[config.mk]
export PLATFORM = sky130hd
export DESIGN_NAME = core_scheduler
export DESIGN_NICKNAME = d
export VERILOG_FILES = /design/src/rtl/gpu_pkg.sv /design/src/rtl/wait_watchdog.sv /design/src/rtl/core_scheduler.sv
export SDC_FILE = /design/constraint.sdc
export NUM_CORES = 1
export LEC_CHECK = 0
export ABC_AREA = 1
export BUFFER_PORTS_ARGS = -buffer_cell sky130_fd_sc_hd__buf_4
export CAP_MARGIN = 0
export CORE_MARGIN = 10
export CORE_UTILIZATION = 45
export CTS_CLUSTER_DIAMETER = 80
export CTS_CLUSTER_SIZE = 12
export DETAILED_ROUTE_END_ITERATION = 16
export GPL_ROUTABILITY_DRIVEN = 1
export PLACE_DENSITY_LB_ADDON = 0.05
export SLEW_MARGIN = 5
export SYNTH_ARGS = -nofsm -noshare
export SYNTH_HDL_FRONTEND = slang
export SYNTH_SLANG_ARGS = --single-unit
[constraint.sdc]
create_clock -name clk -period 4.21 [get_ports clk]
set_input_delay 0.421 -clock clk [delete_from_list [all_inputs] [get_ports clk]]
set_output_delay 0.421 -clock clk [all_outputs]
set_load 0.02 [all_outputs]
[src/rtl/gpu_pkg.sv]
// Shared core-level definitions: state encoding and datapath widths.
package gpu_pkg;

    localparam int unsigned STATE_W = 3;
    localparam int unsigned PC_W    = 8;
    localparam int unsigned COUNT_W = 16;
    localparam int unsigned WDOG_W  = 8;

    typedef enum logic [STATE_W-1:0] {
        ST_IDLE    = 3'd0,
        ST_FETCH   = 3'd1,
        ST_DECODE  = 3'd2,
        ST_REQUEST = 3'd3,
        ST_WAIT    = 3'd4,
        ST_EXECUTE = 3'd5,
        ST_UPDATE  = 3'd6,
        ST_DONE    = 3'd7
    } core_state_e;

endpackage

[src/rtl/wait_watchdog.sv]
// WAIT-state watchdog. The counter holds the number of WAIT cycles already
// completed. expired flags the WAIT_LIMIT-th enabled cycle.
module wait_watchdog
    import gpu_pkg::*;
#(
    parameter int unsigned WAIT_LIMIT = 255
) (
    input  logic clk,
    input  logic reset,
    input  logic clear,
    input  logic enable,
    output logic expired
);

    logic [WDOG_W-1:0] count;

    // Cycle counter: cleared on WAIT entry, saturates instead of wrapping.
    always_ff @(posedge clk) begin
        if (!reset) begin
            count <= '0;
        end else if (clear) begin
            count <= '0;
        end else if (enable && (count != {WDOG_W{1'b1}})) begin
            count <= count + WDOG_W'(1);
        end
    end

    // The current cycle is the limit-th one when completed + 1 reaches the limit.
    assign expired = enable && ((32'(count) + 32'd1) >= WAIT_LIMIT);

endmodule

[src/rtl/core_scheduler.sv]
// Per-core instruction scheduler: walks each instruction through
// FETCH/DECODE/REQUEST/WAIT/EXECUTE/UPDATE and tracks the shared PC.
module core_scheduler
    import gpu_pkg::*;
#(
    parameter int unsigned THREADS    = 4,
    parameter int unsigned WAIT_LIMIT = 255
) (
    input  logic                clk,
    input  logic                reset,
    input  logic                start,
    input  logic [THREADS-1:0]  thread_mask,
    input  logic                fetch_done,
    input  logic                MemRead,
    input  logic                MemWrite,
    input  logic                ProgramEnd,
    input  logic [THREADS-1:0]  lsu_busy,
    input  logic [PC_W-1:0]     next_pc,
    output logic [STATE_W-1:0]  core_state,
    output logic [PC_W-1:0]     current_pc,
    output logic                fetch_req,
    output logic                lsu_req,
    output logic                done,
    output logic                timeout,
    output logic [COUNT_W-1:0]  instr_count
);

    core_state_e state;
    core_state_e state_next;
    logic        wait_ready;
    logic        wait_clear;
    logic        wait_enable;
    logic        wd_expired;

    // Only busy lanes belonging to active threads can hold the core in WAIT.
    assign wait_ready = ((lsu_busy & thread_mask) == '0);

    wait_watchdog #(
        .WAIT_LIMIT (WAIT_LIMIT)
    ) u_wait_watchdog (
        .clk     (clk),
        .reset   (reset),
        .clear   (wait_clear),
        .enable  (wait_enable),
        .expired (wd_expired)
    );

    // State register.
    always_ff @(posedge clk) begin
        if (!reset) begin
            state <= ST_IDLE;
        end else begin
            state <= state_next;
        end
    end

    // Next-state logic; completion of the memory op wins over a same-cycle expiry.
    always_comb begin
        state_next = state;
        case (state)
            ST_IDLE:    if (start) state_next = ST_FETCH;
            ST_FETCH:   if (fetch_done) state_next = ST_DECODE;
            ST_DECODE:  state_next = ST_REQUEST;
            ST_REQUEST: state_next = ST_WAIT;
            ST_WAIT: begin
                if (wait_ready) begin
                    state_next = ST_EXECUTE;
                end else if (wd_expired) begin
                    state_next = ST_DONE;
                end
            end
            ST_EXECUTE: state_next = ST_UPDATE;
            ST_UPDATE:  state_next = ProgramEnd ? ST_DONE : ST_FETCH;
            ST_DONE:    state_next = ST_DONE;
            default:    state_next = ST_IDLE;
        endcase
    end

    // State-decoded outputs and watchdog controls.
    always_comb begin
        core_state  = state;
        fetch_req   = 1'b0;
        lsu_req     = 1'b0;
        done        = 1'b0;
        wait_clear  = 1'b0;
        wait_enable = 1'b0;
        case (state)
            ST_FETCH:   fetch_req = 1'b1;
            ST_REQUEST: begin
                lsu_req    = MemRead | MemWrite;
                wait_clear = 1'b1;
            end
            ST_WAIT:    wait_enable = 1'b1;
            ST_DONE:    done = 1'b1;
            default:    ;
        endcase
    end

    // PC, retired-instruction counter and sticky timeout flag.
    always_ff @(posedge clk) begin
        if (!reset) begin
            current_pc  <= '0;
            instr_count <= '0;
            timeout     <= 1'b0;
        end else begin
            case (state)
                ST_IDLE: begin
                    if (start) begin
                        current_pc  <= '0;
                        instr_count <= '0;
                        timeout     <= 1'b0;
                    end
                end
                ST_WAIT: begin
                    if (!wait_ready && wd_expired) begin
                        timeout <= 1'b1;
                    end
                end
                ST_UPDATE: begin
                    if (!ProgramEnd) begin
                        current_pc <= next_pc;
                    end
                    if (instr_count != {COUNT_W{1'b1}}) begin
                        instr_count <= instr_count + COUNT_W'(1);
                    end
                end
                default: ;
            endcase
        end
    end

endmodule

# Word level (Yosys, flattened, before mapping)
# Index checks and enable logic that the tools add are counted.
[word_totals]
elab_cells = 60
reg_bits = 36
input_bits = 23
[classes]
add_sub_neg = 3
bitwise_logic = 3
eq_ne = 15
order_cmp = 1
mux = 20
reduce_logical = 13
[op_table]
columns = ["op", "count"]
rows = [
  ["32-bit by 8-bit >= comparator with 1-bit output (second input constant)", 1],
  ["16-bit two-way mux", 2],
  ["16-bit case mux with 2 select lines", 1],
  ["3-bit case mux with 8 select lines", 1],
  ["16-bit by 1-bit adder with 16-bit output (second input constant)", 1],
  ["8-bit two-way mux", 2],
  ["16-bit inequality test (second input constant)", 1],
  ["8-bit case mux with 2 select lines", 1],
  ["3-bit two-way mux", 5],
  ["3-bit == test (second input constant)", 4],
  ["3-bit AND reduction", 4],
  ["2-bit inequality test (second input constant)", 5],
  ["8-bit by 1-bit adder with 9-bit output (second input constant)", 1],
  ["8-bit by 1-bit adder with 8-bit output (second input constant)", 1],
  ["8-bit inequality test (second input constant)", 1],
  ["1-bit two-way mux", 7],
  ["3-bit by 2-bit == test with 1-bit output (second input constant)", 2],
  ["4-bit AND", 1],
  ["4-bit zero test", 1],
  ["2-bit nonzero test", 2],
  ["3-bit by 1-bit == test with 1-bit output (second input constant)", 1],
  ["1-bit logical AND", 3],
  ["3-bit zero test", 1],
  ["3-bit inequality test (second input constant)", 1],
  ["5 further kinds", 5],
]

# Longest topological paths before layout
[depth]
depth_word = 6
depth_mapped = 12
mapped_depth_nobuf = 12

# Cells and area by module
# Synthesis repeated with hierarchy kept, for this count alone.
[hier_totals]
hier_cells = 326
hier_area_um2 = 2162.1
[by_module_without_submodules]
columns = ["mod", "cells_each", "seq_area_each_um2", "area_per_inst_um2", "instances"]
rows = [
  ["core_scheduler", 245, 560.5, 1647.8, 1],
  ["wait_watchdog", 81, 160.2, 514.2, 1],
]

# Worst setup path before layout
# No wires, ideal clock.
[synth_path]
path_kind = "reg2reg"
from = "register instr_count[0]"
to = "register instr_count[12]"
t_arrival_ns = 1.630
period_less_slack_ns = 1.701
setup_ns = 0.070
path_slack_ns = 2.509
path_stages_with_launch = 8
path_cell_list = "dfxtp_1 ha_1 inv_1 nor2_1 nand3_1 xor2_1 or2_2 a21oi_1"
[synth_between]
elab_chain_len = 3
[synth_lines]
columns = ["item", "line", "source"]
rows = [
  ["start: declaration", "core_scheduler.sv:25", "output logic [COUNT_W-1:0] instr_count"],
  ["start signal: assignment", "core_scheduler.sv:124", "instr_count <= instr_count + COUNT_W'(1);"],
  ["16-bit by 1-bit adder with 16-bit output / 16-bit inequality test (equally long branches)", "core_scheduler.sv:124, core_scheduler.sv:123", ""],
  ["16-bit two-way mux / 2-bit inequality test (equally long branches)", "n/a", ""],
  ["16-bit case mux with 2 select lines / 3-bit AND reduction (equally long branches)", "n/a", ""],
]
# Parallel ways exist; a longest one is shown, timed or not. The select of a mux whose other input is x is not followed.
# A chain may end at the register's enable or synchronous reset.

# Worst setup path in the final report
[layout_path]
from = "register state[2], in the netlist core_state[2]"
to = "register instr_count[0]"
[layout_between]
elab_chain_len = 3
[layout_lines]
columns = ["item", "line", "source"]
rows = [
  ["start: declaration", "core_scheduler.sv:28", "core_state_e state;"],
  ["start signal: assignment", "core_scheduler.sv:53", "state <= state_next;"],
  ["3-bit == test / 3-bit zero test (equally long branches)", "core_scheduler.sv:106", "case (state)"],
  ["2-bit inequality test (no line) / 2-bit nonzero test (equally long branches)", "n/a", ""],
  ["3-bit AND reduction (no line)", "n/a", ""],
]
# Parallel ways exist; a longest one is shown, timed or not.

==> results by group <==
Hold path
  – Worst hold-check path type: input pin to flip-flop

Power
  – Power density normalized to cell area: 278.6 nW/um^2
  – VDD IR max: around 220 uV
  – Total leakage power: approximately 0.0011 uW

Floorplan
  – Starting utilization of the core area: a little under half
  – Width of the chip: 87.16 um
  – Core Box Area: ~4400 sq um
  – Row count: 24
  – Overall die height: just under 90 um
  – I/O pin cnt: 54
  – Area of the die: 7596 sq um

Setup path
  – Buf+Inv Stages, Crit Path: 3
  – Critical Path Fanout Max: 21
  – CP Cell Sequence: nand2_2 -> nor2_2 -> buf_4 -> inv_2 -> nor2_1 -> nand4_1 -> nand2_2 -> inv_1 -> o21ai_0 -> nor2_1
  – Kind of critical path: flip-flop to flip-flop
  – CP endpoint kind: flip-flop
  – Crit path max-delay family: simple AND/OR/NAND/NOR gates
  – Crit start category: flip-flop
  – Largest stage delay on the critical path: between 0.4 and 0.5 ns
  – Arr. time, crit path: about 2.3 ns
  – Slowest cell on the critical path: dfxtp_1
  – Data required time at the worst endpoint: roughly 4.4 ns

Clock tree
  – Clock sinks: 36
  – CTS HTree Levels: 2
  – Clock network latency to the later pin of the worst-skew pair: slightly below 0.3 ns
  – Clock root buffer master: clkbuf_8
  – Clk buf depth: 2
  – Buffers inserted by post-CTS timing repair: 0
  – TritonCTS clock tree: yes
  – Number of instances resized during post-cts repair: 0
  – TritonCTS buffer count: 5
  – Reg clk slew, reported paths: approximately 0.070 ns
  – # hold bufs at CTS: 0

Route
  – DRT Wirelength: ~5.5 mm
  – Remaining routing DRC violations: 0
  – Via total after detailed routing: 2175
  – WL/cell: between 10 and 15 um
  – Via density per instance: between 5 and 6
  – Number of routed nets with antenna violations: 0
  – Number of iterations in the first detailed-routing pass: 4
  – Initial detailed-routing violation count: approximately 160

Synth
  – Number of cells produced by synthesis: roughly 310
  – Syn nets: 340
  – Count of state elements after synthesis: 36
  – Post-Syn Area per Cell: about 6.5 sq um
  – Total number of yosys warnings: 0
  – Most instantiated flip-flop cell in the synthesis netlist: dfxtp_1
  – Number of different library cells in the post-synthesis netlist: 27
  – Seq/Total Area, Yosys: between 30% and 40%
  – Ys async rst share: 0%
  – EDFF count, synth: 0
  – Netlist area before placement: 2029 sq um

Place
  – Count of input and output buffers: 53
  – GPL Wtd Cong: about 0.87
  – Post-detailed-placement half-perimeter wirelength: about 4.2 mm
  – Post-DP Area: 2460 sq um

STA
  – Total count of hold-check failures in the final report: 0
  – Clock Skew: ~0.0038 ns
  – Final-report setup violation count: 0
  – Transition at the pin with the smallest max-transition slack: around 0.8 ns
  – Setup TNS Final: 0 ns
  – Highest achievable clock rate: roughly 0.48 GHz
  – Shortest period the worst path allows: around 2.1 ns
  – Unrepaired setup endpoints after global routing: no
  – Slew Limit Fails: 0
  – Final worst path period share: 49.70%
  – Max transition margin: between 40% and 50%

Final layout
  – Area taken by flip-flops and latches: around 720 sq um
  – Multi-input logic area: between 1000 and 1500 sq um
  – Antenna diodes: 0
  – Ratio of cells with drive above 1 in the final layout: approximately 20%
  – Final-stage net count: between 300 and 400
  – Area growth, synth to finish: 25.03%
  – Cell area after layout: between 2000 and 3000 sq um
  – Total of fill cells in the finished design: 450

Global routing
  – Number of global-route vias before repair: roughly 2.2k
  – Initial antenna violation count: 0
  – Total congestion overflow: 0
  – First-pass GRT wire length: 9.632 mm
  – Total global-route track usage: around 15%
  – Pin count of the biggest net entering global routing: 25

Status
  – Outcome: completed

Run
  – Max-capacitance violation count: 0
==> stage by stage <==
stage | std cells | setup WS, ns | power [uW] | hold slack, ns | utilization, %
after detailed placement | 414 | 2.153 | 480.1 | 0.4606 | 56.49
final | 421 | 2.118 | 707.0 | 0.4052 | 58.28
after floorplan | 314 | 2.509 | 441.4 | 0.4541 | -
after CTS | 421 | 2.135 | 710.8 | 0.4052 | 58.28
after global placement | 414 | 2.230 | 479.7 | 0.4523 | 56.49
after global routing | 421 | 1.857 | 742.1 | 0.4139 | 58.28
==> routing by layer <==
layer  up-vias  GRT usage (%)  wire length, um
met5         -              0                0
met4         0          4.058               48
met3         6          6.554              465
met2        54          22.19             2265
met1       975          19.55             2697
li1       1140              -                -
==> flip-flops by register name, summed over array words and instances, names as in the netlist <==
| register | cells |
|---|---|
| instr_count | 16 |
| current_pc | 8 |
| u_wait_watchdog.count | 8 |
| core_state | 3 |
| timeout | 1 |
==> synthesized netlist by cell type (2+ instances only) <==
master    number  share of area (%)
a211oi_1       6                2.2
a21oi_1       27                6.7
a22o_1         2               0.86
buf_2          2               0.49
buf_6          2                1.1
clkbuf_1       2               0.37
dfxtp_1       36                 36
ha_1           3                1.8
inv_1         36                6.7
inv_2          2               0.37
nand2_1       75                 14
nand2_2        3               0.92
nand3_1       36                8.9
nand4_1        9                2.8
nor2_1        46                8.5
nor2_2         3               0.92
nor3_1         8                2.0
o21ai_0        4               0.99
or2_2          2               0.62
xor2_1         3                1.3
==> final cells by class <==
cell class / instances / area share, %
inverter: 38 / 5.621
clock buffer: 6 / 2.860
multi-input combinational: 234 / 44.38
tap: 52 / 2.564
sequential: 36 / 28.40
clock inverter: 1 / 0.1972
timing repair buffer: 54 / 15.98
==> tightest hold or removal path, cell delays in order <==
cell,delay (ns)
buf_4,0.11
nand3_1,0.07
a21oi_1,0.05
==> kinds of logic after synthesis <==
| group | after synthesis | synth area share, % |
|---|---|---|
| and+or+nand+nor | 185 | 40.14 |
| buffers and inverters | 44 | 9.001 |
| AOI/OAI and AO/OA | 42 | 11.78 |
| DFF | 36 | 35.51 |
| xor gates and xnor gates | 4 | 1.727 |
| adders and majority gates | 3 | 1.850 |
==> layout by cell type, fill, tap and decap left out, drive strengths merged <==
cell	n
nor2	49
dfxtp	36
o41ai	1
a211oi	6
nand2	78
clkinv	1
clkbuf	6
o21ai	5
nand3	36
a21oi	27
ha	3
nand3b	1
xnor2	1
nor3	10
o31ai	1
buf	54
xor2	3
inv	38
or2	2
a22o	2
nand4	9
==> power by group <==
part           leakage, uW  internal (uW)  switching [uW]  total [uW]
Sequential        0.000291            349            12.9         361
Combinational     0.000726           41.1            70.3         111
Clock            0.0000410            113             122         234
==> worst paths after layout <==
kind | startpoint | to | slack (ns) | depth (start not counted)
hold reg to reg | current_pc[6] | current_pc[6] | 0.47 | 2
setup / recovery | core_state[2] | instr_count[0] | 2.12 | 10
setup reg to reg | core_state[2] | instr_count[0] | 2.12 | 10
hold / removal | next_pc[6] | current_pc[6] | 0.41 | 3
Note: power is estimated with default switching activity, not from simulation.
